[src/rtl/place_bmp_if.sv]
// rtl/place_bmp_if.sv - command, ROM and video-write bundle for place_bmp_param
// Signals:
//   cmd_valid/cmd_ready    command handshake; cmd_op/cmd_img/cmd_chr/cmd_x/cmd_y payload
//   rom_sel/rom_addr       ROM select and address (select N_IMG is the font ROM)
//   rom_data               ROM read data, one cycle after the address
//   waddr/wdata/we         linear video write port
//   busy/done              engine activity and single-cycle completion pulse
// Modports: slave = placer engine, master = command source, ROMs and video memory.
interface place_bmp_if #(
    parameter int N_IMG = 4,
    parameter int PIX_W = 6
) ();
    localparam int IMG_W = $clog2(N_IMG + 1);

    logic             cmd_valid;
    logic             cmd_ready;
    logic [1:0]       cmd_op;
    logic [IMG_W-1:0] cmd_img;
    logic [5:0]       cmd_chr;
    logic [9:0]       cmd_x;
    logic [8:0]       cmd_y;
    logic [IMG_W-1:0] rom_sel;
    logic [15:0]      rom_addr;
    logic [PIX_W-1:0] rom_data;
    logic [18:0]      waddr;
    logic [PIX_W-1:0] wdata;
    logic             we;
    logic             busy;
    logic             done;

    modport slave (
        input  cmd_valid, cmd_op, cmd_img, cmd_chr, cmd_x, cmd_y, rom_data,
        output cmd_ready, rom_sel, rom_addr, waddr, wdata, we, busy, done
    );

    modport master (
        output cmd_valid, cmd_op, cmd_img, cmd_chr, cmd_x, cmd_y, rom_data,
        input  cmd_ready, rom_sel, rom_addr, waddr, wdata, we, busy, done
    );
endinterface

[src/rtl/place_bmp_param.sv]
// rtl/place_bmp_param.sv - places bitmap images and font glyphs into a linear frame buffer
// Ports:
//   clk     clock
//   rst_n   asynchronous active-low reset; forces a full screen clear afterwards
//   bus     place_bmp_if.slave: command handshake, ROM read port, video write port, busy/done
// Operations: 0 add image, 1 remove image (writes 0 under the image's opaque pixels),
//   2 add glyph from the font ROM, 3 clear screen.
// Build option: define PLACE_CLIP_EN to suppress writes for pixels with x>=H_RES or y>=V_RES;
//   without it off-screen pixels wrap linearly through the 19-bit address space.
module place_bmp_param #(
    parameter int               H_RES       = 640,
    parameter int               V_RES       = 480,
    parameter int               PIX_W       = 6,
    parameter int               N_IMG       = 4,
    parameter logic [PIX_W-1:0] TRANSP      = 6'h24,
    parameter int               GLYPH_W     = 13,
    parameter int               GLYPH_H     = 16,
    parameter int               FONT_STRIDE = 544
) (
    input  logic         clk,
    input  logic         rst_n,
    place_bmp_if.slave   bus
);
    localparam int IMG_W = $clog2(N_IMG + 1);
    localparam int DIM_W = 12;
    localparam int CRD_W = 13;

    typedef enum logic [2:0] {CLR, IDLE, HDR, WRT, GLY, FIN} state_t;

    state_t           state_q;
    logic [18:0]      clr_ptr_q;
    logic [18:0]      wptr_q;
    logic [18:0]      waddr_q;
    logic [PIX_W-1:0] wdata_q;
    logic             we_q;
    logic             done_q;
    logic [IMG_W-1:0] rom_sel_q;
    logic [15:0]      rom_addr_q;
    logic [15:0]      row_base_q;
    logic [7:0]       icol_q;
    logic [2:0]       hcnt_q;
    logic             prime_q;
    logic             rm_q;
    logic [PIX_W-1:0] xhi_q;
    logic [PIX_W-1:0] yhi_q;
    logic [DIM_W-1:0] w_q;
    logic [DIM_W-1:0] h_q;
    logic [DIM_W-1:0] col_q;
    logic [DIM_W-1:0] row_q;
    logic [9:0]       x0_q;
    logic [CRD_W-1:0] cur_x_q;
    logic [CRD_W-1:0] cur_y_q;

    logic [15:0]      rom_addr_d;
    logic [15:0]      row_base_d;
    logic [7:0]       icol_d;
    logic [18:0]      base_d;
    logic [18:0]      wptr_row_d;
    logic [15:0]      font_base_d;
    logic [DIM_W-1:0] h_hdr_d;
    logic             onscreen_d;
    logic             pix_we_d;
    logic             pix_en_d;

    function automatic logic [DIM_W-1:0] dim(input logic [PIX_W-1:0] hi, input logic [PIX_W-1:0] lo);
        return (DIM_W'(hi) << 6) + DIM_W'(lo);
    endfunction

    // ROM address issue runs two cycles ahead of the pixel being written.
    // Images are read contiguously; glyphs jump by FONT_STRIDE at each glyph row end.
    always_comb begin
        rom_addr_d = rom_addr_q + 16'd1;
        row_base_d = row_base_q;
        icol_d     = icol_q + 8'd1;
        if (state_q == GLY && icol_q == 8'(GLYPH_W - 1)) begin
            icol_d     = 8'd0;
            row_base_d = row_base_q + 16'(FONT_STRIDE);
            rom_addr_d = row_base_q + 16'(FONT_STRIDE);
        end
    end

    always_comb begin
        base_d      = 19'(bus.cmd_y) * 19'(H_RES) + 19'(bus.cmd_x);
        wptr_row_d  = wptr_q + 19'(H_RES) - 19'(w_q) + 19'd1;
        font_base_d = 16'(bus.cmd_chr) * 16'(GLYPH_W);
        h_hdr_d     = dim(yhi_q, bus.rom_data);
`ifdef PLACE_CLIP_EN
        onscreen_d  = (cur_x_q < CRD_W'(H_RES)) && (cur_y_q < CRD_W'(V_RES));
`else
        onscreen_d  = 1'b1;
`endif
        pix_we_d    = (bus.rom_data != TRANSP) && onscreen_d;
        // Glyph data lags its first address by one priming cycle.
        pix_en_d    = (state_q == WRT) || (state_q == GLY && !prime_q);
    end

    always_ff @(posedge clk or negedge rst_n) begin
        if (!rst_n) begin
            state_q    <= CLR;
            clr_ptr_q  <= '0;
            wptr_q     <= '0;
            waddr_q    <= '0;
            wdata_q    <= '0;
            we_q       <= 1'b0;
            done_q     <= 1'b0;
            rom_sel_q  <= '0;
            rom_addr_q <= '0;
            row_base_q <= '0;
            icol_q     <= '0;
            hcnt_q     <= '0;
            prime_q    <= 1'b0;
            rm_q       <= 1'b0;
            xhi_q      <= '0;
            yhi_q      <= '0;
            w_q        <= '0;
            h_q        <= '0;
            col_q      <= '0;
            row_q      <= '0;
            x0_q       <= '0;
            cur_x_q    <= '0;
            cur_y_q    <= '0;
        end else begin
            we_q   <= 1'b0;
            done_q <= 1'b0;
            case (state_q)
                CLR: begin
                    we_q      <= 1'b1;
                    wdata_q   <= '0;
                    waddr_q   <= clr_ptr_q;
                    clr_ptr_q <= clr_ptr_q + 19'd1;
                    if (clr_ptr_q == 19'(H_RES * V_RES - 1)) begin
                        state_q <= FIN;
                        done_q  <= 1'b1;
                    end
                end
                IDLE: begin
                    if (bus.cmd_valid) begin
                        rm_q    <= (bus.cmd_op == 2'd1);
                        x0_q    <= bus.cmd_x;
                        cur_x_q <= CRD_W'(bus.cmd_x);
                        cur_y_q <= CRD_W'(bus.cmd_y);
                        wptr_q  <= base_d;
                        col_q   <= '0;
                        row_q   <= '0;
                        case (bus.cmd_op)
                            2'd3: begin
                                clr_ptr_q <= '0;
                                state_q   <= CLR;
                            end
                            2'd2: begin
                                rom_sel_q  <= IMG_W'(N_IMG);
                                rom_addr_q <= font_base_d;
                                row_base_q <= font_base_d;
                                icol_q     <= '0;
                                prime_q    <= 1'b1;
                                w_q        <= DIM_W'(GLYPH_W);
                                h_q        <= DIM_W'(GLYPH_H);
                                state_q    <= GLY;
                            end
                            default: begin
                                if (bus.cmd_img >= IMG_W'(N_IMG)) begin
                                    state_q <= FIN;
                                    done_q  <= 1'b1;
                                end else begin
                                    rom_sel_q  <= bus.cmd_img;
                                    rom_addr_q <= '0;
                                    hcnt_q     <= '0;
                                    state_q    <= HDR;
                                end
                            end
                        endcase
                    end
                end
                HDR: begin
                    // Header word k arrives when hcnt_q == k+1.
                    rom_addr_q <= rom_addr_d;
                    hcnt_q     <= hcnt_q + 3'd1;
                    case (hcnt_q)
                        3'd1: xhi_q <= bus.rom_data;
                        3'd2: w_q   <= dim(xhi_q, bus.rom_data);
                        3'd3: yhi_q <= bus.rom_data;
                        3'd4: begin
                            h_q <= h_hdr_d;
                            if (w_q == '0 || h_hdr_d == '0) begin
                                state_q <= FIN;
                                done_q  <= 1'b1;
                            end else begin
                                state_q <= WRT;
                            end
                        end
                        default: ;
                    endcase
                end
                WRT: rom_addr_q <= rom_addr_d;
                GLY: begin
                    rom_addr_q <= rom_addr_d;
                    row_base_q <= row_base_d;
                    icol_q     <= icol_d;
                    prime_q    <= 1'b0;
                end
                FIN:     state_q <= IDLE;
                default: state_q <= CLR;
            endcase

            if (pix_en_d) begin
                we_q    <= pix_we_d;
                wdata_q <= rm_q ? '0 : bus.rom_data;
                waddr_q <= wptr_q;
                if (col_q == w_q - DIM_W'(1)) begin
                    col_q   <= '0;
                    row_q   <= row_q + DIM_W'(1);
                    cur_x_q <= CRD_W'(x0_q);
                    cur_y_q <= cur_y_q + CRD_W'(1);
                    wptr_q  <= wptr_row_d;
                    if (row_q == h_q - DIM_W'(1)) begin
                        state_q <= FIN;
                        done_q  <= 1'b1;
                    end
                end else begin
                    col_q   <= col_q + DIM_W'(1);
                    cur_x_q <= cur_x_q + CRD_W'(1);
                    wptr_q  <= wptr_q + 19'd1;
                end
            end
        end
    end

    assign bus.cmd_ready = (state_q == IDLE);
    assign bus.busy      = (state_q != IDLE);
    assign bus.done      = done_q;
    assign bus.we        = we_q;
    assign bus.waddr     = waddr_q;
    assign bus.wdata     = wdata_q;
    assign bus.rom_sel   = rom_sel_q;
    assign bus.rom_addr  = rom_addr_q;
endmodule

[src/flat_wrapper.sv]
// flat-port wrapper written by rule: the top's interface ports become plain ports
module place_bmp_param_flat 
#(
    parameter int               H_RES       = 640,
    parameter int               V_RES       = 480,
    parameter int               PIX_W       = 6,
    parameter int               N_IMG       = 4,
    parameter logic [PIX_W-1:0] TRANSP      = 6'h24,
    parameter int               GLYPH_W     = 13,
    parameter int               GLYPH_H     = 16,
    parameter int               FONT_STRIDE = 544
)
  (clk, rst_n, bus_cmd_valid, bus_cmd_op, bus_cmd_img, bus_cmd_chr, bus_cmd_x, bus_cmd_y, bus_rom_data, bus_cmd_ready, bus_rom_sel, bus_rom_addr, bus_waddr, bus_wdata, bus_we, bus_busy, bus_done);
  place_bmp_if #(.N_IMG(N_IMG), .PIX_W(PIX_W)) bus_i ();
  input  logic clk;
  input  logic rst_n;
  input wire logic [$bits(bus_i.cmd_valid)-1:0] bus_cmd_valid;
  input wire logic [$bits(bus_i.cmd_op)-1:0] bus_cmd_op;
  input wire logic [$bits(bus_i.cmd_img)-1:0] bus_cmd_img;
  input wire logic [$bits(bus_i.cmd_chr)-1:0] bus_cmd_chr;
  input wire logic [$bits(bus_i.cmd_x)-1:0] bus_cmd_x;
  input wire logic [$bits(bus_i.cmd_y)-1:0] bus_cmd_y;
  input wire logic [$bits(bus_i.rom_data)-1:0] bus_rom_data;
  output wire logic [$bits(bus_i.cmd_ready)-1:0] bus_cmd_ready;
  output wire logic [$bits(bus_i.rom_sel)-1:0] bus_rom_sel;
  output wire logic [$bits(bus_i.rom_addr)-1:0] bus_rom_addr;
  output wire logic [$bits(bus_i.waddr)-1:0] bus_waddr;
  output wire logic [$bits(bus_i.wdata)-1:0] bus_wdata;
  output wire logic [$bits(bus_i.we)-1:0] bus_we;
  output wire logic [$bits(bus_i.busy)-1:0] bus_busy;
  output wire logic [$bits(bus_i.done)-1:0] bus_done;
  assign bus_i.cmd_valid = bus_cmd_valid;
  assign bus_i.cmd_op = bus_cmd_op;
  assign bus_i.cmd_img = bus_cmd_img;
  assign bus_i.cmd_chr = bus_cmd_chr;
  assign bus_i.cmd_x = bus_cmd_x;
  assign bus_i.cmd_y = bus_cmd_y;
  assign bus_i.rom_data = bus_rom_data;
  assign bus_cmd_ready = bus_i.cmd_ready;
  assign bus_rom_sel = bus_i.rom_sel;
  assign bus_rom_addr = bus_i.rom_addr;
  assign bus_waddr = bus_i.waddr;
  assign bus_wdata = bus_i.wdata;
  assign bus_we = bus_i.we;
  assign bus_busy = bus_i.busy;
  assign bus_done = bus_i.done;
  place_bmp_param #(.H_RES(H_RES), .V_RES(V_RES), .PIX_W(PIX_W), .N_IMG(N_IMG), .TRANSP(TRANSP), .GLYPH_W(GLYPH_W), .GLYPH_H(GLYPH_H), .FONT_STRIDE(FONT_STRIDE)) u_core (.clk(clk), .rst_n(rst_n), .bus(bus_i));
endmodule
[config.mk]
export PLATFORM = sky130hd
export DESIGN_NAME = place_bmp_param_flat
export DESIGN_NICKNAME = d
export VERILOG_FILES = /design/src/rtl/place_bmp_if.sv /design/src/rtl/place_bmp_param.sv /design/src/flat_wrapper.sv
export SDC_FILE = /design/constraint.sdc
export NUM_CORES = 1
export LEC_CHECK = 0
export ABC_AREA = 1
export CORE_MARGIN = 8
export CORE_UTILIZATION = 50
export DETAILED_ROUTE_END_ITERATION = 10
export MAX_ROUTING_LAYER = met4
export PLACE_DENSITY_LB_ADDON = 0.3
export REMOVE_ABC_BUFFERS = 1
export SYNTH_ARGS = -nofsm -noshare
export SYNTH_HDL_FRONTEND = slang
export SYNTH_SLANG_ARGS = --single-unit
[constraint.sdc]
create_clock -name clk -period 6.24 [get_ports clk]
set_input_delay 1.56 -clock clk [delete_from_list [all_inputs] [get_ports clk]]
set_output_delay 1.56 -clock clk [all_outputs]
set_load 0.02 [all_outputs]
Yosys cells after proc, flatten, opt, wreduce, memory -nomap -nowiden
Cells that the tools add are included.
- bits in registers: 176
- reductions and logical operators: 30
- multiplexer cells: 72
- add/sub/neg operators: 16
- magnitude comparators: 1
- eq/ne operators: 29
- multiply operators: 2
- bitwise operators: 1
- operators by type and width (kind ; number):
    12-bit two-way mux ; 14
    19-bit two-way mux ; 8
    16-bit two-way mux ; 6
    16-bit case mux with 2 select lines ; 3
    19-bit by 1-bit adder with 19-bit output, second input constant ; 3
    12-bit case mux with 2 select lines ; 2
    19-bit case mux with 2 select lines ; 1
    3-bit two-way mux ; 12
    12-bit by 1-bit adder with 12-bit output, second input constant ; 2
    12-bit by 6-bit adder with 12-bit output ; 2
    12-bit == test ; 2
    12-bit logical NOT ; 2
    8-bit two-way mux ; 3
    4-bit AND reduction ; 6
    12-bit by 1-bit subtractor with 12-bit output, second input constant ; 2
    19-bit by 10-bit adder with 19-bit output ; 1
    19-bit by 10-bit adder with 19-bit output, second input constant ; 1
    19-bit == test, second input constant ; 1
    19-bit by 12-bit subtractor with 19-bit output ; 1
    6-bit two-way mux ; 3
    3-bit case mux with 2 select lines ; 3
    16-bit by 1-bit adder with 16-bit output, second input constant ; 1
    16-bit by 10-bit adder with 16-bit output, second input constant ; 1
    8-bit case mux with 2 select lines ; 1
    other kinds (30) ; 70

Logic depth before layout (Yosys ltp)
Gate-level depths: netlist of the first run.
- depth after elaboration: 9
- mapped depth: 19

Worst setup path after synthesis of the first run
Ideal clock, no wire load.
- path kind: input port to flip-flop
- start point: input bus_cmd_chr[1]
- end point: register u_core.row_base_q[9]
- slack: 2.482 ns
- required time: 6.107 ns
- stages: 13
- setup time: 0.133 ns
- data arrival time: 3.625 ns
- path through: ha_1 > inv_1 > fa_1 > inv_1 > fa_1 > a21oi_1 > o21ai_0 > nand2_1 > nand2_1 > a21oi_1 > xnor2_1 > o21ai_0 > a21oi_1
- cells in the longest elaborated chain, start to end: 4
- ends and longest elaborated chain (element ; line ; source):
    start: declaration ; flat_wrapper.sv:20 ; input wire logic [$bits(bus_i.cmd_chr)-1:0] bus_cmd_chr;
    6-bit by 4-bit multiplier with 10-bit output ; place_bmp_param.sv:85 ; font_base_d = 16'(bus.cmd_chr) * 16'(GLYPH_W);
    16-bit two-way mux ; place_bmp_param.sv:145 ; case (bus.cmd_op)
    16-bit two-way mux ; place_bmp_param.sv:137 ; if (bus.cmd_valid) begin
    16-bit case mux with 2 select lines ; place_bmp_param.sv:125 ; case (state_q)
    end signal: assignment ; place_bmp_param.sv:153 ; row_base_q <= font_base_d;
    end signal: assignment ; place_bmp_param.sv:197 ; row_base_q <= row_base_d;
    end: declaration ; place_bmp_param.sv:39 ; logic [15:0] row_base_q;
Every way passes these cells. The select of a mux whose other input is x is not followed.
A chain may end at the register's enable or synchronous reset.

Worst setup path in the final report of the first run
Ends and elaborated chain as after synthesis.

==> impl_metrics.yaml, run 1 <==
status:
  status: "complete, no violations"
global_route:
  grt_pass1_wl_um: 55600
  grt_overflow_total: 0
  grt_use_total_pct: 22.8
  grt_max_degree: 91
  grt_antenna_before_repair: 2
  grt_pass1_vias: 11200
timing:
  period_share_pct: 66.3
  finalWorstSetupSlack_ps: 2100
  hold_violations: 0
  relSlewSlack_pct: 17.5
  period_needed_ps: 4140
  setup_tns_ps: 0
  max_freq_ghz: 0.242
  rsz0062_at_grt: "false"
  drv_slew: 0
  skew_ps: 11.6
  finalSetupViolCount: 0
  tightest_slew_ps: 1230
floorplan:
  die_w_um: 174
  start_util_pct: 50.3
  dieArea_um2: 30300
  rows: 58
  die_h_um: 174
  io_pins: 87
  core_area_um2: 24900
logic_synthesis:
  avgSynthCellArea_um2: 7.37
  ys.flop_type: "dfrtp_1"
  synth_seq_area_share_pct: 35.2
  ys_warn_count: 0
  synth_edf_count: 0
  synthesis.area_um2: 12500
  postSynthCellCount: 1697
  synth-seq-cells: 176
  async_reset_ff_share_pct: 100
  ys_types: 47
hold_path:
  min_path_type: "register to register"
cells_and_area:
  drive_gt1_share_pct: 4.99
  layout_common_cells: "nand2_1, inv_1, dfrtp_1"
  final_common_cell: "nand2_1"
  nets: 1896
  synthToLayoutAreaGrowth_pct: 14.3
critical_path:
  cp.required_ps: 6590
  cp-start-kind: "primary input"
  crit_fanout: 4
  end_kind: "register"
  criticalPathCategory: "primary input to register"
  cp_data_arrival_time_ps: 4490
placement:
  port_buffers: 86
  hpwl_um: 25300
  place_ws_ps: 1690
  gp_congestion: 0.913
pwr:
  swShare_pct: 27.7
  ir_worst_vdd_mv: 0.161
  pwr-share-clk_pct: 44.2
  combPwrFrac_pct: 11.6
  power_density_nw_per_um2: 183
  p_int_w: 0.00189
  p_leak_nw: 7.31
  seqPwrFrac_pct: 44.2
  p_switching_w: 0.000724
drt:
  routed_wl_um: 33500
  ant_nets: 0
  vias: 11600
  drtIter0Drc: 939
  firstDrtPassIters: 5
  avgRoutedWirePerCell_um: 15.9
  drc: 0
  avgViaCountPerCell: 5.47
clocking:
  htree_levels: 4
  clock-root-buffer: "clkbuf_16"
  clkTransAtPathRegs_ps: 80
  post_cts_resize_count: 0
  cts.sinks: 176
  cts_tree: "done"
  cts_buffers: 17
  cts_buffer_depth: 2
  clkLatencyLatePin_ps: 440
  post_cts_buffers: 0
  ctsHoldBuffers: 0
job:
  drv_cap: 0
logic make-up after synthesis:
group	synth area share, %
flip-flops	35.2
buffers and inverters	8.66
adder cells (fa/ha/maj)	9.16
AND/OR/NAND/NOR	28.4
XOR/XNOR	5.88
AO/OA/AOI/OAI	12.6
registers in the layout, summed over array words and instances, names as in the netlist, 6 cells and up:
name,cells
u_core.bus.rom_addr,16
u_core.bus.waddr,19
u_core.bus.wdata,6
u_core.clr_ptr_q,19
u_core.col_q,12
u_core.h_q,12
u_core.icol_q,8
u_core.row_base_q,16
u_core.row_q,12
u_core.w_q,12
u_core.wptr_q,19
u_core.xhi_q,6
u_core.yhi_q,6
final timing paths:
kind                                      start                    to  slack (ps)  cells past startpoint
min                        u_core.row_base_q[4]  u_core.row_base_q[4]         480                      2
max                              bus_cmd_chr[1]  u_core.row_base_q[9]        2100                     14
min in group asynchronous                 rst_n       u_core.col_q[8]        1160                      1
max in group asynchronous                 rst_n   u_core.clr_ptr_q[5]        4120                      2
min reg2reg                u_core.row_base_q[4]  u_core.row_base_q[4]         480                      2
max reg2reg                   u_core.state_q[0]     u_core.wptr_q[12]        2620                     13
metrics by stage:
step / std cells / power, W / hold WS (ps) / util [%] / area [µm²]
2_1_floorplan: 1660 / 0.00137 / 437 / - / 12300
3_3_place_gp: 2080 / 0.00147 / 456 / 54.9 / 13700
3_5_place_dp: 2080 / 0.00148 / 455 / 54.9 / 13700
4_1_cts: 2112 / 0.00262 / 474 / 57.4 / 14300
5_1_grt: 2114 / 0.00271 / 499 / 57.4 / 14300
6_report: 2114 / 0.00261 / 477 / 57.4 / 14300
area by class of cell:
cell class | instances | area, µm²
Antenna cell | 2 | 5.00
Clock buffer | 18 | 439
Clock inverter | 14 | 193
Fill cell | 2310 | 10600
Inverter | 243 | 912
Multi-Input combinational cell | 1241 | 7020
Sequential cell | 176 | 4400
Tap cell | 330 | 413
Timing Repair Buffer | 90 | 905
Yosys cell counts (5+ instances only):
cell | n | area (µm²)
fa_1 | 6 | 120
o22ai_1 | 23 | 144
nand2_1 | 374 | 1400
xnor2_1 | 18 | 158
nand3b_1 | 7 | 52.6
ha_1 | 82 | 1030
inv_1 | 233 | 875
nand2_2 | 5 | 31.3
nor2_2 | 11 | 68.8
or2_2 | 6 | 37.5
o221ai_1 | 16 | 140
nor4_1 | 8 | 50.1
xor2_1 | 66 | 578
nor3_1 | 35 | 175
o211ai_1 | 14 | 105
o21ai_1 | 8 | 40.0
buf_2 | 11 | 55.1
nor2_1 | 136 | 510
nor2_4 | 8 | 90.1
dfrtp_1 | 176 | 4400
a22o_1 | 5 | 43.8
nand3_1 | 168 | 841
a21oi_1 | 81 | 405
inv_2 | 9 | 33.8
nand4_1 | 21 | 131
clkbuf_1 | 24 | 90.1
o21ai_0 | 106 | 531
routing by layer:
layer	global-route usage (%)	wire (µm)	up-vias
met3	2.73	1220	57
met4	8.51	973	0
met1	28.5	15300	5487
met2	37.6	16100	278
met5	-	0	-
li1	-	-	5742
power by group through the flow:
stage	Clock (W)	Sequential, W	Combinational [W]
after floorplan	0	0.00118	0.000191
after global placement	0	0.00118	0.000296
after detailed placement	0	0.00118	0.000302
after CTS	0.00116	0.00116	0.000304
after global routing	0.00121	0.00116	0.000345
final	0.00115	0.00116	0.000303
worst max-delay path: stages:
cell and delay [ps]:
clkdlybuf4s50_1 470, ha_1 310, inv_1 50, fa_1 500, inv_1 70, fa_1 470, a21oi_1 170, o21ai_0 140
nand2_1 90, nand2_1 50, a21oi_1 150, xnor2_1 180, o21ai_0 110, a21oi_1 170
(Power assumes the default switching activity.)
==> inputs of run 2 (changes only) <==
- clock period: 6.24 -> 4.3 ns (I/O delays scaled with it)
==> run 2 against run 1 <==
Net effect: highest routed layer unchanged; critical path depth stayed put; largest cell class unchanged; clock-buffer cell count stayed put; critical endpoint unchanged; worst hold slack worse by 1.6 ps; register-to-register slack worse by 1300 ps; critical path type unchanged.
==> impl_metrics.yaml, run 2 (synthesis gave the netlist of run 1 again) <==
clocking:
  clock-root-buffer: "clkbuf_16"
  cts_tree: "done"
  clkLatencyLatePin_ps: 440
  cts.sinks: 176
  clkTransAtPathRegs_ps: 90
  htree_levels: 4
  cts_buffers: 17
  post_cts_buffers: 0
  cts_buffer_depth: 2
  post_cts_resize_count: 0
  ctsHoldBuffers: 0
timing:
  period_needed_ps: 3560
  max_freq_ghz: 0.281
  period_share_pct: 82.9
  drv_slew: 0
  finalHoldWorstSlack_ps: 475
  hold_violations: 0
  rsz0062_at_grt: "false"
  tightest_slew_ps: 936
  relSlewSlack_pct: 37.3
  finalSetupViolCount: 0
  finalWorstSetupSlack_ps: 736
  skew_ps: 18.9
  setup_tns_ps: 0
pwr:
  pwr-share-clk_pct: 43.6
  combPwrFrac_pct: 11.7
  p_switching_w: 0.00102
  swShare_pct: 27.3
  p_leak_nw: 7.35
  power_density_nw_per_um2: 262
  ir_worst_vdd_mv: 0.229
  p_int_w: 0.00273
  seqPwrFrac_pct: 44.7
global_route:
  grt_max_degree: 76
  grt_pass1_wl_um: 56700
  grt_overflow_total: 0
  grt_use_total_pct: 23.2
  grt_pass1_vias: 11400
  grt_antenna_before_repair: 1
critical_path:
  cp_data_arrival_time_ps: 3920
  path_buf_inv: 3
  r2r-start: "u_core.w_q[3]"
  crit_start: "bus_cmd_chr[1]"
  cp.required_ps: 4660
  criticalPathCategory: "primary input to register"
  slowest_stage: "fa_1"
  cp-start-kind: "primary input"
  end_kind: "register"
  critPathTopFamily: "adder cells"
  crit_fanout: 4
  cp_common_cell: "a21oi_1"
  path_cells: "clkdlybuf4s50_1, ha_1, inv_1, fa_1, inv_1, fa_1, a21oi_1, o21ai_0, nand2_1, nand2_1, a21oi_1, xnor2_1, o21ai_0, a21oi_1"
  cpPeakStageDelay_ps: 490
drt:
  vias: 11600
  avgRoutedWirePerCell_um: 16.0
  routed_wl_um: 34000
  ant_nets: 0
  avgViaCountPerCell: 5.48
  drc: 0
  drtIter0Drc: 989
  firstDrtPassIters: 5
cells_and_area:
  final_common_cell: "nand2_1"
  seqCellArea_um2: 4400
  multi_input_area_um2: 7020
  num-fill-cells: 2286
  synthToLayoutAreaGrowth_pct: 14.6
  fin_area_um2: 14300
  drive_gt1_share_pct: 5.42
  layout_common_cells: "nand2_1, inv_1, dfrtp_1"
  nets: 1905
  stdcell_count: 2121
placement:
  dpl_cell_area_um2: 13700
  hpwl_um: 25800
  gp_congestion: 0.915
  place_ws_ps: 305
  placed_cells: 2089
  port_buffers: 86
floorplan:
  die_h_um: 174
  die_w_um: 174
  dieArea_um2: 30300
  io_pins: 87
  start_util_pct: 50.3
  core_area_um2: 24900
  rows: 58
status:
  status: "complete, no violations"
hold_path:
  min_path_type: "register to register"
  min_from: "u_core.row_base_q[2]"
job:
  drv_cap: 0
==> run 2: cell types whose count changed in the layout (fill, tap and decap cells not counted) <==
cell / delta
buf_4: +9
clkinv_4: +2
clkinv_8: -1
clkinvlp_4: -1
diode_2: -1
inv_6: +1
inv_8: -2
==> run 2: worst reg2reg max path: stages, from the launching register on <==
cell and delay (ps):
dfrtp_1 460, inv_1 170, ha_1 330, ha_1 360
nand2_1 80, inv_1 70, a21oi_1 110, o21ai_0 520
nand2_1 160, nand2_1 100, nand2_1 50, nand2_1 60
nand3_1 100, nand3_1 130, nand2_1 60, nand2_1 50
nand2_1 50
==> run 2: through the flow <==
step                      utilization [%]  total power (W)
final                                57.6          0.00376
after global routing                 57.6          0.00391
after CTS                            57.6          0.00377
after detailed placement             55.1          0.00214
after global placement               55.1          0.00214
after floorplan                         -          0.00199
==> run 2: path summary, 6_finish.rpt <==
| check | to | depth (start not counted) | slack, ps |
|---|---|---|---|
| worst min-delay path | u_core.row_base_q[2] | 2 | 480 |
| min in group asynchronous | u_core.col_q[7] | 1 | 640 |
| worst min register to register | u_core.row_base_q[2] | 2 | 480 |
| max in group asynchronous | u_core.bus.waddr[15] | 2 | 2780 |
| worst max-delay path | u_core.row_base_q[9] | 14 | 740 |
| worst max register to register | u_core.wptr_q[16] | 16 | 1330 |
==> run 2: routing by layer <==
layer	wire [µm]	part of all wire (%)	track usage [%]
met5	0	0	-
met4	1030	3.0	8.73
met3	1320	3.9	2.91
met2	16300	48	38.4
met1	15300	45	28.7
==> run 2: final cells by class <==
type,instances,share of cell area (%)
tap,330,2.88
inverter,243,6.36
timing repair buffer,99,6.78
clock inverter,13,1.20
sequential,176,30.7
antenna,1,0.0175
clock buffer,18,3.06
multi-input combinational,1241,49.0
==> run 2: power by group through the flow <==
| stage | logic [W] | clock network (W) | registers, W |
|---|---|---|---|
| 6_report | 0.000439 | 0.00164 | 0.00168 |
| 5_1_grt | 0.000500 | 0.00173 | 0.00168 |
| 4_1_cts | 0.000439 | 0.00166 | 0.00168 |
| 3_5_place_dp | 0.000435 | 0 | 0.00171 |
| 3_3_place_gp | 0.000429 | 0 | 0.00171 |
| 2_1_floorplan | 0.000277 | 0 | 0.00171 |
